==> src/rtl/regfile_writeback.sv <==
`default_nettype none
// +--------------------------------------------------------------------------+
// | regfile_writeback: register-file write port arbiter and pending tracker. |
// | Port A wins the write port; port B results queue in a small FIFO.        |
// | Optional feature macro: WB_BYPASS_EN (write-port bypass outputs).        |
// | Revision: 1.0                                                            |
// +--------------------------------------------------------------------------+
module regfile_writeback #(
  parameter int XLEN       = 32,
  parameter int AREG       = 5,
  parameter int FIFO_DEPTH = 2
) (
  input  logic                          clk,
  input  logic                          rst_n,
  input  logic                          a_valid,
  input  logic [AREG-1:0]               a_rd,
  input  logic [XLEN-1:0]               a_data,
  input  logic                          b_valid,
  output logic                          b_ready,
  input  logic [AREG-1:0]               b_rd,
  input  logic [XLEN-1:0]               b_data,
  input  logic                          iss_valid,
  input  logic [AREG-1:0]               iss_rd,
  input  logic [AREG-1:0]               chk_rs1,
  input  logic [AREG-1:0]               chk_rs2,
  output logic                          busy1,
  output logic                          busy2,
  output logic                          fwd1_hit,
  output logic [XLEN-1:0]               fwd1_data,
  output logic                          fwd2_hit,
  output logic [XLEN-1:0]               fwd2_data,
  output logic                          we,
  output logic [AREG-1:0]               WriteAddr,
  output logic [XLEN-1:0]               WriteData,
  output logic [$clog2(FIFO_DEPTH):0]   fifo_cnt,
  output logic                          err
);

  localparam int PW   = $clog2(FIFO_DEPTH);
  localparam int CW   = PW + 1;
  localparam int NREG = 2 ** AREG;

  logic [AREG-1:0] fifo_rd   [FIFO_DEPTH];
  logic [XLEN-1:0] fifo_data [FIFO_DEPTH];
  logic [PW-1:0]   wr_ptr;
  logic [PW-1:0]   rd_ptr;
  logic [CW-1:0]   count;

  logic            full;
  logic            empty;
  logic            a_take;
  logic            b_push;
  logic            pop;
  logic            iss_set;
  logic            wb_from_b;
  logic [NREG-1:0] pending;
  logic [NREG-1:0] pending_nxt;

  assign full     = (count == CW'(FIFO_DEPTH));
  assign empty    = (count == '0);
  assign b_ready  = rst_n & ~full;
  assign a_take   = a_valid & (a_rd != '0);
  // x0 beats complete the handshake but never occupy a FIFO slot.
  assign b_push   = b_valid & b_ready & (b_rd != '0);
  assign pop      = ~a_take & ~empty;
  assign iss_set  = iss_valid & (iss_rd != '0);
  assign fifo_cnt = count;

  always_ff @(posedge clk or negedge rst_n) begin
    if (!rst_n) begin
      wr_ptr <= '0;
      rd_ptr <= '0;
      count  <= '0;
    end else begin
      if (b_push) wr_ptr <= wr_ptr + PW'(1);
      if (pop)    rd_ptr <= rd_ptr + PW'(1);
      case ({b_push, pop})
        2'b10:   count <= count + CW'(1);
        2'b01:   count <= count - CW'(1);
        default: count <= count;
      endcase
    end
  end

  always_ff @(posedge clk) begin
    if (b_push) begin
      fifo_rd[wr_ptr]   <= b_rd;
      fifo_data[wr_ptr] <= b_data;
    end
  end

  // Write-port register; wb_from_b remembers whether the held write retires a B result.
  always_ff @(posedge clk or negedge rst_n) begin
    if (!rst_n) begin
      we        <= 1'b0;
      WriteAddr <= '0;
      WriteData <= '0;
      wb_from_b <= 1'b0;
    end else if (a_take) begin
      we        <= 1'b1;
      WriteAddr <= a_rd;
      WriteData <= a_data;
      wb_from_b <= 1'b0;
    end else if (pop) begin
      we        <= 1'b1;
      WriteAddr <= fifo_rd[rd_ptr];
      WriteData <= fifo_data[rd_ptr];
      wb_from_b <= 1'b1;
    end else begin
      we        <= 1'b0;
      wb_from_b <= 1'b0;
    end
  end

  // A B result stops being pending once the register file has committed it; a new issue wins.
  always_comb begin
    pending_nxt = pending;
    if (we && wb_from_b) pending_nxt[WriteAddr] = 1'b0;
    if (iss_set)         pending_nxt[iss_rd]    = 1'b1;
  end

  always_ff @(posedge clk or negedge rst_n) begin
    if (!rst_n) begin
      pending <= '0;
      err     <= 1'b0;
    end else begin
      pending <= pending_nxt;
      err     <= err | (iss_set & pending[iss_rd]);
    end
  end

  assign busy1 = (chk_rs1 != '0) & pending[chk_rs1];
  assign busy2 = (chk_rs2 != '0) & pending[chk_rs2];

`ifdef WB_BYPASS_EN
  assign fwd1_hit  = we & (WriteAddr == chk_rs1) & (chk_rs1 != '0);
  assign fwd1_data = WriteData;
  assign fwd2_hit  = we & (WriteAddr == chk_rs2) & (chk_rs2 != '0);
  assign fwd2_data = WriteData;
`else
  assign fwd1_hit  = 1'b0;
  assign fwd1_data = '0;
  assign fwd2_hit  = 1'b0;
  assign fwd2_data = '0;
`endif

endmodule
`default_nettype wire

==> config.mk <==
export PLATFORM = sky130hd
export DESIGN_NAME = regfile_writeback
export DESIGN_NICKNAME = d
export VERILOG_FILES = /design/src/rtl/regfile_writeback.sv
export SDC_FILE = /design/constraint.sdc
export NUM_CORES = 1
export LEC_CHECK = 0
export ABC_AREA = 1
export ABC_CLOCK_PERIOD_IN_PS = 3330
export CORE_MARGIN = 5
export CORE_UTILIZATION = 35
export CTS_CLUSTER_DIAMETER = 50
export CTS_CLUSTER_SIZE = 14
export DETAILED_ROUTE_END_ITERATION = 16
export MAX_ROUTING_LAYER = met4
export PLACE_DENSITY = 0.68
export SLEW_MARGIN = 20
export SYNTH_ARGS = -nofsm -noshare
export SYNTH_HDL_FRONTEND = slang
export SYNTH_SLANG_ARGS = --single-unit
==> constraint.sdc <==
create_clock -name clk -period 3.33 [get_ports clk]
set_input_delay 0.4995 -clock clk [delete_from_list [all_inputs] [get_ports clk]]
set_output_delay 0.4995 -clock clk [all_outputs]
set_load 0.02 [all_outputs]
## After elaboration in Yosys (flattened, before gate mapping)

Memories as Yosys holds them, arrays and structs flattened.
Index checks and enable logic that the tools add are counted.

| word-level totals | value |
|---|---|
| word-level logic and storage cells | 73 |
| latch bits | 0 |
| memory bits (writable) | 74 |
| memory bits (read-only) | 0 |
| bits in registers | 76 |
| input bits | 94 |
| memories | 2 |

| cells by class | value |
|---|---|
| div/mod/pow operators | 0 |
| shift operators | 0 |
| mux-type cells | 22 |
| bitwise operators | 16 |
| add/subtract/negate cells | 4 |
| $lt $le $gt $ge | 6 |
| reduce and logical (&&, ||, !) cells | 11 |
| multiply operators | 0 |
| equality and inequality tests | 3 |

Memories:

| memory | depth | width | read ports | clocked after memory_dff | wr ports | line | text |
|---|---|---|---|---|---|---|---|
| fifo_data | 2 | 32 | 1 | 0 | 1 | 44 | `logic [XLEN-1:0] fifo_data [FIFO_DEPTH];` |
| fifo_rd | 2 | 5 | 1 | 0 | 1 | 43 | `logic [AREG-1:0] fifo_rd [FIFO_DEPTH];` |

Operators by type and width:

| kind | number |
|---|---|
| two-way mux 32 bit | 4 |
| bitwise AND 32 bit | 1 |
| NOT 32 bit | 1 |
| bitwise OR 32 bit | 1 |
| nonzero test 5 bit | 5 |
| less-than comparator 5 x 6 -> 1 bit, second input constant | 4 |
| binary-select mux 1 bit (select 5 bit) | 3 |
| demux 1 bit (select 5 bit) | 2 |
| >= comparator 5 x 1 -> 1 bit, second input constant | 2 |
| two-way mux 1 bit | 10 |
| two-way mux 5 bit | 2 |
| bitwise AND 1 bit | 9 |
| equality test 2 bit, second input constant | 2 |
| case mux 2 bit (2 select lines) | 1 |
| nonzero test 2 bit | 2 |
| logical AND 1 bit | 3 |
| NOT 1 bit | 3 |
| adder 1 bit, second input constant | 2 |
| adder 2 x 1 -> 2 bit, second input constant | 1 |
| equality test 2 x 1 -> 1 bit, second input constant | 1 |
| zero test 2 bit | 1 |
| subtractor 2 x 1 -> 2 bit, second input constant | 1 |
| bitwise OR 1 bit | 1 |

## Depth between registers and ports, before layout

| logic depth | value |
|---|---|
| depth after elaboration | 9 |
| mapped depth | 12 |
| depth with buffers taken out | 11 |

## Least setup slack after synthesis

OpenSTA, ideal clock, no wires.

| path | value |
|---|---|
| path kind | reg2reg |
| start | register count[0] (netlist: fifo_cnt[0]) |
| end | memory fifo_data[0][0] (enable) |
| required time | 2.899 ns |
| path buffers | 0 |
| slack | 0.109 ns |
| cell stages (with the launch flop) | 5 |
| arrival time | 2.790 ns |
| cell sequence | dfrtp_1 -> inv_1 -> a21boi_1 -> nand3_1 -> nor2_1 |

| between the ends | value |
|---|---|
| word-level cells in the longest chain between the ends | 7 |

RTL lines:

| what | line | text |
|---|---|---|
| start: declaration | 47 | `logic [CW-1:0] count;` |
| start signal: assignment | 78 | `2'b10: count <= count + CW'(1);` |
| start signal: assignment | 79 | `2'b01: count <= count - CW'(1);` |
| start signal: assignment | 80 | `default: count <= count;` |
| equality test 2 bit | 59 | `assign full = (count == CW'(FIFO_DEPTH));` |
| NOT 1 bit | 61 | `assign b_ready = rst_n & ~full;` |
| bitwise AND 1 bit | 61 |  |
| named net b_ready | 19 | `output logic b_ready,` |
| bitwise AND 1 bit (2 in series) | 64 | `assign b_push = b_valid & b_ready & (b_rd != '0);` |
| two-way mux 1 bit | 86 | `if (b_push) begin` |
| two-way mux 1 bit (not written as such) | 88 | `fifo_data[wr_ptr] <= b_data;` |
| end: declaration | 44 |  |

The timed path passes the listed nets, and every way through them passes these cells.

## Worst setup path after layout

| path | value |
|---|---|
| start | input chk_rs2[1] |
| end | output busy2 |

| between the ends | value |
|---|---|
| word-level cells in the longest chain between the ends | 3 |
| elaborated cells between the ends (all ways) | 4 |
| classes of those cells | mux: 2; bitwise: 1; reduce/logical: 1 |

RTL lines:

| what | line | text |
|---|---|---|
| start: declaration | 25 | `input logic [AREG-1:0] chk_rs2,` |
| binary-select mux 1 bit (select 5 bit) | 133 | `assign busy2 = (chk_rs2 != '0) & pending[chk_rs2];` |
| two-way mux 1 bit (not written as such) | 133 |  |
| bitwise AND 1 bit (*) | 133 |  |
| end: declaration | 27 | `output logic busy2,` |

Every way passes the cells marked *; elsewhere a longest branch is shown, timed or not. The select of a mux whose other input is x is not followed.

==> out/results.ini <==
[cts]
max-clock-path-buffers=2
cts_sinks=150
cts_buffers=17
cts_resized=0
cts_tree=done
h-tree-depth=4
clk_pin_slew_worst_paths_ns=0.06
cts_setup_buffers=0
clkLatencyLatePin_ns=0.42
cts_hold_buf=0
cts_root_buffer=clkbuf_16

[worst_hold_path]
timing.hold.worst.class=primary input to asynchronous set/reset pin

[place]
gp_congestion=0.888
place_hpwl_mm=13.7
place.port_buffers=137

[floorplan]
fp.coreArea_um2=21100
initial_core_util=0.356
ios=204
dieHeight_um=156
die_area_um2=24500
die_w_um=156
rows=53

[worst_setup_path]
cpPeakStageDelay_ns=0.79
crit_slowest_cell=clkdlybuf4s50_1
cp-start-kind=primary input
timing.rr.start=fifo_cnt[0]
cpMostUsedCell=nand2_1
worstRegToRegCells=5
timing.reg2reg.setup_slack_ns=1.42
endpoint_kind=primary output
path_cells=clkdlybuf4s50_1 > inv_1 > o211ai_1 > nand2_1 > nand2_1 > nand2_1 > inv_1 > nand2_1 > nand2_1 > nand2_1 > clkdlybuf4s50_1
startpoint=chk_rs2[1]
cp.required_ns=2.83
arrival_ns=2.50
critPathKind=primary input to primary output
cp_max_fo=14
worst_r2r_endpoint=fifo_data[1][0]

[grt]
grt_antenna_before_repair=0
grt_max_degree=46
grt_use_total=0.160
grt.overflow.total=0
grt_pass1_wl_mm=30.0
grt_pass1_vias=5732

[routing]
drtIter0Drc=432
post_drt_wl_per_cell_um=15.3
wl_mm=19.2
via_count=6007
vias_per_cell=4.79
drc=0
first_pass_iters=7
postRouteAntennaNets=0

[synthesis]
synth_area_um2=7510
synth_area_per_cell_um2=9.04
postSynthCellCount=831
yosysWarnings=0
synth.yosys.seq_area_share=0.549
ys_ff_latch=150
synth_cell_types=28

[flow_run]
max-cap-violations=0

[sta]
slew_headroom=0.454
tightestPinTransition_ns=0.818
fin_crit_ns=3.00
period_share=0.901
hold_viol_final=0
drv_slew=0
rsz0062_at_grt=false
fmax_mhz=333
finClkSkew_ns=0.00876
setup_violations=0
hold_ws_ns=0.168
tns_ns=0

[final_layout]
drive_gt1_frac=0.0613
final_common_cell=nand2_1
antenna_cells=0
layout_common_cells=nand2_1 (293), clkdlybuf4s50_1 (136), o21ai_0 (77)
finalNetCount=1061
area_growth_pct=25.7

[power]
internal_power_mw=4.47
pwr-share-seq=0.408
swShare=0.354
comb_power_share=0.325
peakVddDrop_mv=0.394
power_density_nw_per_um2=734
clockPowerShare=0.267
leakage_nw=3.98
switching_power_mw=2.45

[outcome]
status=complete, no violations

## power by group through the flow
stage / sequential (mW) / clock (mW) / combinational [mW]
3_5_place_dp: 2.83 / 0 / 2.28
4_1_cts: 2.81 / 1.88 / 2.28
3_3_place_gp: 2.83 / 0 / 2.24
5_1_grt: 2.87 / 1.96 / 2.51
2_1_floorplan: 2.94 / 0 / 1.26
6_report: 2.82 / 1.85 / 2.25
## synth_stat cells
cell      number  area, µm²
buf_6          6       67.6
o21ai_1        1       5.00
a21oi_1       11       55.1
xor2_1         2       17.5
inv_1         47        176
o221ai_1       1       8.76
nor2_2         1       6.26
nor2_1        19       71.3
nor3_2         1       10.0
o21ai_0       77        385
conb_1         1       3.75
nand2_2        4       25.0
edfxtp_1      74       2220
nand3_1       38        190
o211ai_1      48        360
mux2i_1       11        110
xnor2_1        2       17.5
a21boi_0       1       7.51
dfrtp_1       76       1900
a21boi_1       1       7.51
nand2_1      293       1100
clkbuf_1       1       3.75
or2_2          9       56.3
buf_2         20        100
nor3_1        10       50.1
inv_2          7       26.3
buf_4         68        510
ha_1           1       12.5
## state kept, by name, indices dropped and copies added (netlist names), 2 cells and up
signal / cells
fifo_data: 64
WriteData: 32
pending: 32
fifo_rd: 10
WriteAddr: 5
fifo_cnt: 2
## how the worst max path moves through the flow
stage	cells past startpoint	slack, ns	to
after floorplan	4	0.11	fifo_data[0][0]
after global placement	11	0.36	busy2
after detailed placement	11	0.31	busy2
after CTS	11	0.31	busy2
after global routing	11	0.17	busy1
final	11	0.33	busy2
## per-stage QoR
stage | instance area (µm²) | power (mW) | instances | util | setup WS (ns)
6_report | 9440 | 6.92 | 1254 | 0.447 | 0.330
5_1_grt | 9440 | 7.34 | 1254 | 0.447 | 0.168
4_1_cts | 9440 | 6.97 | 1254 | 0.447 | 0.309
3_5_place_dp | 8870 | 5.11 | 1222 | 0.420 | 0.315
3_3_place_gp | 8870 | 5.07 | 1222 | 0.420 | 0.357
2_1_floorplan | 7750 | 4.21 | 896 | - | 0.109
## cell families (layout without fill, tap and decap cells)
logic type,after synthesis,after routing,share of synthesized area
other,1,66,0.000499
AOI/OAI and AO/OA,140,140,0.110
buffers and inverters,149,232,0.118
adders and majority gates,1,1,0.00167
and+or+nand+nor,375,375,0.201
xor gates and xnor gates,4,4,0.00467
muxes,11,11,0.0147
DFF,150,150,0.549
## worst max-delay path, delay by kind of cell
kind | cells | cell delay (ns)
AO/OA/AOI/OAI | 1 | 0.13
buffers and inverters | 4 | 1.53
AND/OR/NAND/NOR | 6 | 0.34
## layout make-up
type | instances | area (µm²)
Fill cell | 2002 | 11700
Sequential cell | 150 | 4120
Multi-Input combinational cell | 597 | 2760
Timing Repair Buffer | 146 | 1440
Clock buffer | 23 | 468
Tap cell | 275 | 344
Inverter | 54 | 203
Clock inverter | 9 | 101
## layer usage
metal	share of wire	track usage	up-vias
met5	0	-	-
met4	0.014	0.0483	0
met3	0.088	0.0523	24
met2	0.47	0.250	231
met1	0.43	0.198	2848
li1	-	-	2904
(Power assumes the default switching activity.)
